### config.mk
export PLATFORM = sky130hd
export DESIGN_NAME = attn_seq_ctrl
export DESIGN_NICKNAME = d
export VERILOG_FILES = /design/src/rtl/attn_seq_ctrl.sv
export SDC_FILE = /design/constraint.sdc
export NUM_CORES = 1
export LEC_CHECK = 0
export ABC_AREA = 1
export BUFFER_PORTS_ARGS = -buffer_cell sky130_fd_sc_hd__buf_2
export CORE_ASPECT_RATIO = 0.6
export CORE_MARGIN = 3
export CORE_UTILIZATION = 50
export DETAILED_ROUTE_END_ITERATION = 8
export GPL_TIMING_DRIVEN = 0
export PLACE_DENSITY = 0.7
export REMOVE_ABC_BUFFERS = 1
export SETUP_SLACK_MARGIN = 0.4
export SYNTH_ARGS = -nofsm -noshare
export SYNTH_HDL_FRONTEND = slang
export SYNTH_SLANG_ARGS = --single-unit
### constraint.sdc
create_clock -name clk -period 5.37 [get_ports clk]
set_clock_uncertainty 0.05 [all_clocks]
set_input_delay 1.611 -clock clk [delete_from_list [all_inputs] [get_ports clk]]
set_output_delay 1.611 -clock clk [all_outputs]
set_load 0.005 [all_outputs]
### src/rtl/attn_seq_ctrl.sv
// Self-attention pass sequencer: runs score, softmax and attention-times-V stages in order
// over a level start / sticky done handshake, with per-stage watchdog, abort and pass statistics.
module attn_seq_ctrl #(
   parameter int unsigned TIMEOUT_CYCLES = 1048576,
   parameter int unsigned CNT_WIDTH      = 32
) (
   input  logic                 clk,
   input  logic                 rst,
   input  logic                 go,
   input  logic                 abort,
   input  logic                 skip_softmax,
   output logic                 qk_start,
   input  logic                 qk_done,
   output logic                 sm_start,
   input  logic                 sm_done,
   output logic                 av_start,
   input  logic                 av_done,
   output logic                 busy,
   output logic                 done,
   output logic                 error,
   output logic [1:0]           err_code,
   output logic [1:0]           err_stage,
   output logic [CNT_WIDTH-1:0] last_pass_cycles,
   output logic [15:0]          pass_count,
   output logic [2:0]           debug_state
);
   localparam int unsigned         WD_WIDTH    = $clog2(TIMEOUT_CYCLES);
   localparam logic [WD_WIDTH-1:0] WD_LAST     = WD_WIDTH'(TIMEOUT_CYCLES - 1);
   localparam logic [1:0]          ERR_TIMEOUT = 2'd1;
   localparam logic [1:0]          ERR_ABORT   = 2'd2;

   typedef enum logic [2:0] {
      S_IDLE   = 3'd0,
      S_QK_RUN = 3'd1,
      S_QK_REL = 3'd2,
      S_SM_RUN = 3'd3,
      S_SM_REL = 3'd4,
      S_AV_RUN = 3'd5,
      S_AV_REL = 3'd6,
      S_FAULT  = 3'd7
   } state_t;

   state_t               state, next_state, adv_state;
   logic                 skip_q;
   logic [WD_WIDTH-1:0]  wd;
   logic [CNT_WIDTH-1:0] cyc, cyc_inc;
   logic [15:0]          pass_cnt_q;
   logic                 launch, clear_fault, finish, to_fault;
   logic                 stage_done, exit_cond;
   logic [1:0]           fault_code, cur_stage;

   always_comb begin
      // NOTE: every signal written here gets a default first, so no path leaves one unassigned and infers a latch.
      next_state  = state;
      adv_state   = S_IDLE;
      launch      = 1'b0;
      clear_fault = 1'b0;
      finish      = 1'b0;
      to_fault    = 1'b0;
      fault_code  = 2'd0;
      cur_stage   = 2'd0;
      stage_done  = 1'b0;
      exit_cond   = 1'b0;

      unique case (state)
         S_QK_RUN, S_QK_REL: begin cur_stage = 2'd0; stage_done = qk_done; end
         S_SM_RUN, S_SM_REL: begin cur_stage = 2'd1; stage_done = sm_done; end
         S_AV_RUN, S_AV_REL: begin cur_stage = 2'd2; stage_done = av_done; end
         default: ;
      endcase

      unique case (state)
         S_QK_RUN: adv_state = S_QK_REL;
         S_QK_REL: adv_state = skip_q ? S_AV_RUN : S_SM_RUN;
         S_SM_RUN: adv_state = S_SM_REL;
         S_SM_REL: adv_state = S_AV_RUN;
         S_AV_RUN: adv_state = S_AV_REL;
         default:  adv_state = S_IDLE;
      endcase

      // RUN states wait for done to rise, REL states wait for it to drop
      exit_cond = (state == S_QK_RUN || state == S_SM_RUN || state == S_AV_RUN) ? stage_done : !stage_done;

      case (state)
         S_IDLE: begin
            if (go) begin
               launch     = 1'b1;
               next_state = S_QK_RUN;
            end
         end
         S_FAULT: begin
            if (go) begin
               clear_fault = 1'b1;
               next_state  = S_IDLE;
            end
         end
         default: begin
            if (abort) begin
               to_fault   = 1'b1;
               fault_code = ERR_ABORT;
            end else if (exit_cond) begin
               next_state = adv_state;
               finish     = (state == S_AV_REL);
            end else if (wd == WD_LAST) begin
               to_fault   = 1'b1;
               fault_code = ERR_TIMEOUT;
            end
            if (to_fault) next_state = S_FAULT;
         end
      endcase
   end

   assign cyc_inc = (cyc == '1) ? cyc : cyc + 1'b1;

   // NOTE: all state updates are non-blocking so every register samples pre-edge values regardless of statement order.
   always_ff @(posedge clk) begin
      if (rst) begin
         state            <= S_IDLE;
         done             <= 1'b0;
         skip_q           <= 1'b0;
         wd               <= '0;
         cyc              <= '0;
         last_pass_cycles <= '0;
         pass_cnt_q       <= '0;
         err_code         <= '0;
         err_stage        <= '0;
      end else begin
         state <= next_state;
         done  <= finish;
         if (launch) skip_q <= skip_softmax;
         // watchdog restarts on every state change and idles at zero outside RUN/REL
         wd <= (busy && next_state == state) ? wd + 1'b1 : '0;
         if (launch)    cyc <= '0;
         else if (busy) cyc <= cyc_inc;
         if (finish) begin
            last_pass_cycles <= cyc_inc;
            pass_cnt_q       <= pass_cnt_q + 1'b1;
         end
         if (to_fault) begin
            err_code  <= fault_code;
            err_stage <= cur_stage;
         end else if (clear_fault) begin
            err_code  <= '0;
            err_stage <= '0;
         end
      end
   end

   assign qk_start    = (state == S_QK_RUN);
   assign sm_start    = (state == S_SM_RUN);
   assign av_start    = (state == S_AV_RUN);
   assign busy        = (state != S_IDLE) && (state != S_FAULT);
   assign error       = (state == S_FAULT);
   assign pass_count  = pass_cnt_q;
   assign debug_state = state;

endmodule

==> reports/qor.csv <==
metric;value;unit
outcome;completed;
hold_buffers;0;
cpLargestDelayFamily;buffers and inverters;
synthToLayoutAreaGrowth;11.1;%
power.density;440;mW/mm²
fin_nets;869;
num_rows;29;
port_buffers;68;
grt.total_usage;0.225;
first_pass_iters;5;
crit_type;primary input to register;
swShare;0.417;
synth_warnings;0;
io_pins;69;
slowest_delay;0.98;ns
fin_util;0.584;
hp-start;err_stage[1];
clockBufferDepth;2;
fp.dieArea;0.0128;mm²
hold_path_class;register to register;
r2r-start;debug_state[0];
diodes;0;
yosys-top-cells-area;dfxtp_1 38%, nand2_1 8.9%, nor2_1 7.7%;
r2r_slack;1.59;ns
power.leakage;0.00275;µW
cp_common_cell;inv_1;
slew_violations;0;
antenna_left;0;
worstSkewPairLatency;0.34;ns
grt_pass1_vias;4856;
syn_area_per_cell;7.04;µm²
cp-end-kind;register;
critPathSlowestCell;inv_1;
cts-resized-gates;0;
critPathArrivalTime;4.66;ns
die_w;144;µm
yosysSeqAreaShare;0.383;
pwr-share-comb;0.360;
p_total;2780;µW
internal_power;1620;µW
crit_chain;buf_2 > inv_1 > nand2_1 > inv_1 > o21ai_0 > a31oi_1;
max-cap-violations;0;
place_hpwl;9980;µm
crit_path_max_fanout;44;
startpoint;rst;
place.gp.congestion;0.988;
synth_largest_area_cell;dfxtp_1;
pwr-share-clk;0.233;
h-tree-depth;3;
drc_errors;0;
finalSetupViolations;0;
maxSlewHeadroom;0.143;
grt_antenna_before_repair;0;
hold_violations;0;
ir_drop;222;µV
start_util;0.525;
dpl.cell_count;984;
fin_setup_tns;0;ns
netlist_area;0.00570;mm²
synth_cells;810;
clock.fmax;225;MHz
p_switching;1160;µW
tightest_slew;1.28;ns
die_h;88.7;µm
vias;5395;
core-area;0.0108;mm²
synth-async-reset-ratio;0;
grt_pass1_wl;23400;µm
seq_power_share;0.407;
grt-ovfl-total;0;
cts.clk_slew.worst_paths;0.07;ns
period_share;0.828;
grt_max_degree;51;
rsz0062_at_grt;false;
required;5.58;ns
drt-initial-drc-count;323;
path_buf_inv;3;
finalCriticalPeriod;4.45;ns
drive_gt1_frac;0.163;
avgRoutedWirePerCell;14.1;µm
start_kind;primary input;
synth-seq-cells;109;
synth_top_area_frac;0.383;
cts_tree;done;
synth_edf_count;0;
wl;14200;µm
vias_per_cell;5.38;
synth_ff_type;dfxtp_1;
cts_buffers;9;
ys_types;41;
clkSinkCount;109;
postCtsSetupRepairBufs;0;
instances_no_fill;1002;
cts-root-buf;clkbuf_16;
-- metrics by stage --
step	worst slack [ns]	area (µm²)	hold WS [ns]
global placement	0.603	6000	0.405
global route	0.577	6330	0.450
floorplan	1.94	5490	0.393
detailed placement	0.502	6000	0.422
CTS	0.865	6290	0.430
finish	0.924	6330	0.426
-- kinds of logic (layout without fill, tap and decap cells) --
logic type / after synthesis / count (layout) / share of synthesized area
AOI/OAI and AO/OA: 127 / 127 / 0.120
and+or+nand+nor: 410 / 410 / 0.345
xor gates and xnor gates: 27 / 27 / 0.0415
DFF: 109 / 109 / 0.383
buffers and inverters: 134 / 187 / 0.105
adders and majority gates: 3 / 3 / 0.00659
-- final cells by class --
class / count / area (µm²)
Clock buffer: 12 / 256
Multi-Input combinational cell: 567 / 2920
Tap cell: 139 / 174
Clock inverter: 4 / 30.0
Timing Repair Buffer: 70 / 388
Inverter: 101 / 382
Fill cell: 1044 / 4520
Sequential cell: 109 / 2180
-- metal layers --
metal,track usage,share of wire
met1,0.330,0.50
met2,0.333,0.41
met3,0.0589,0.085
met4,0.0504,0.0067
met5,0,0
-- cells in the mapped netlist, types with 6 or more instances --
master	n
buf_2	7
xnor2_1	9
nor3_1	30
nor2_1	117
nand3_2	7
nand4_1	15
o21ai_1	17
nand3_1	53
inv_1	96
xor2_1	18
a21oi_1	38
o21ai_0	54
nand2_1	135
nor3_2	22
or2_2	9
clkbuf_1	12
nor4_1	6
buf_6	10
dfxtp_1	109
-- flip-flops by register name, indices dropped and copies added (netlist names), 2 cells and up --
signal            flops
debug_state           3
cyc                  32
err_stage             2
wd                   20
last_pass_cycles     32
pass_count           16
err_code              2
-- power by group through the flow --
stage | combinational (µW) | sequential [µW] | clock (µW)
after detailed placement | 966 | 1140 | 0
final | 1000 | 1130 | 649
after global routing | 1140 | 1150 | 694
after global placement | 937 | 1140 | 0
after CTS | 974 | 1130 | 664
after floorplan | 729 | 1100 | 0
-- worst paths after layout --
| check | cells past startpoint | end |
|---|---|---|
| min reg2reg | 2 | err_stage[1] |
| max reg2reg | 11 | wd[17] |
| min | 2 | err_stage[1] |
| max | 6 | cyc[15] |
-- worst register-to-register path, stage by stage, from the launching register on --
cell      delay (ns)
dfxtp_1         0.58
nor2_1          0.11
nand2_1         0.13
inv_1           0.09
nor2_2          0.68
clkinv_1        0.57
buf_12          0.32
nor2_2          0.16
nand2_1         0.08
nand3_1         0.09
nand3_2         0.48
nor3_2          0.33
-- layout by cell type (no fill, tap or decap), drive strengths merged, types with 2 or more instances in the layout --
master,instances
a211oi,6
a21oi,38
a31oi,4
buf,70
clkbuf,12
clkinv,3
dfxtp,109
ha,3
inv,101
nand2,139
nand3,60
nand4,16
nor2,123
nor3,52
nor3b,2
nor4,6
o211ai,5
o21ai,71
or2,10
xnor2,9
xor2,18
No activity file was read; power rests on OpenSTA's default activity.
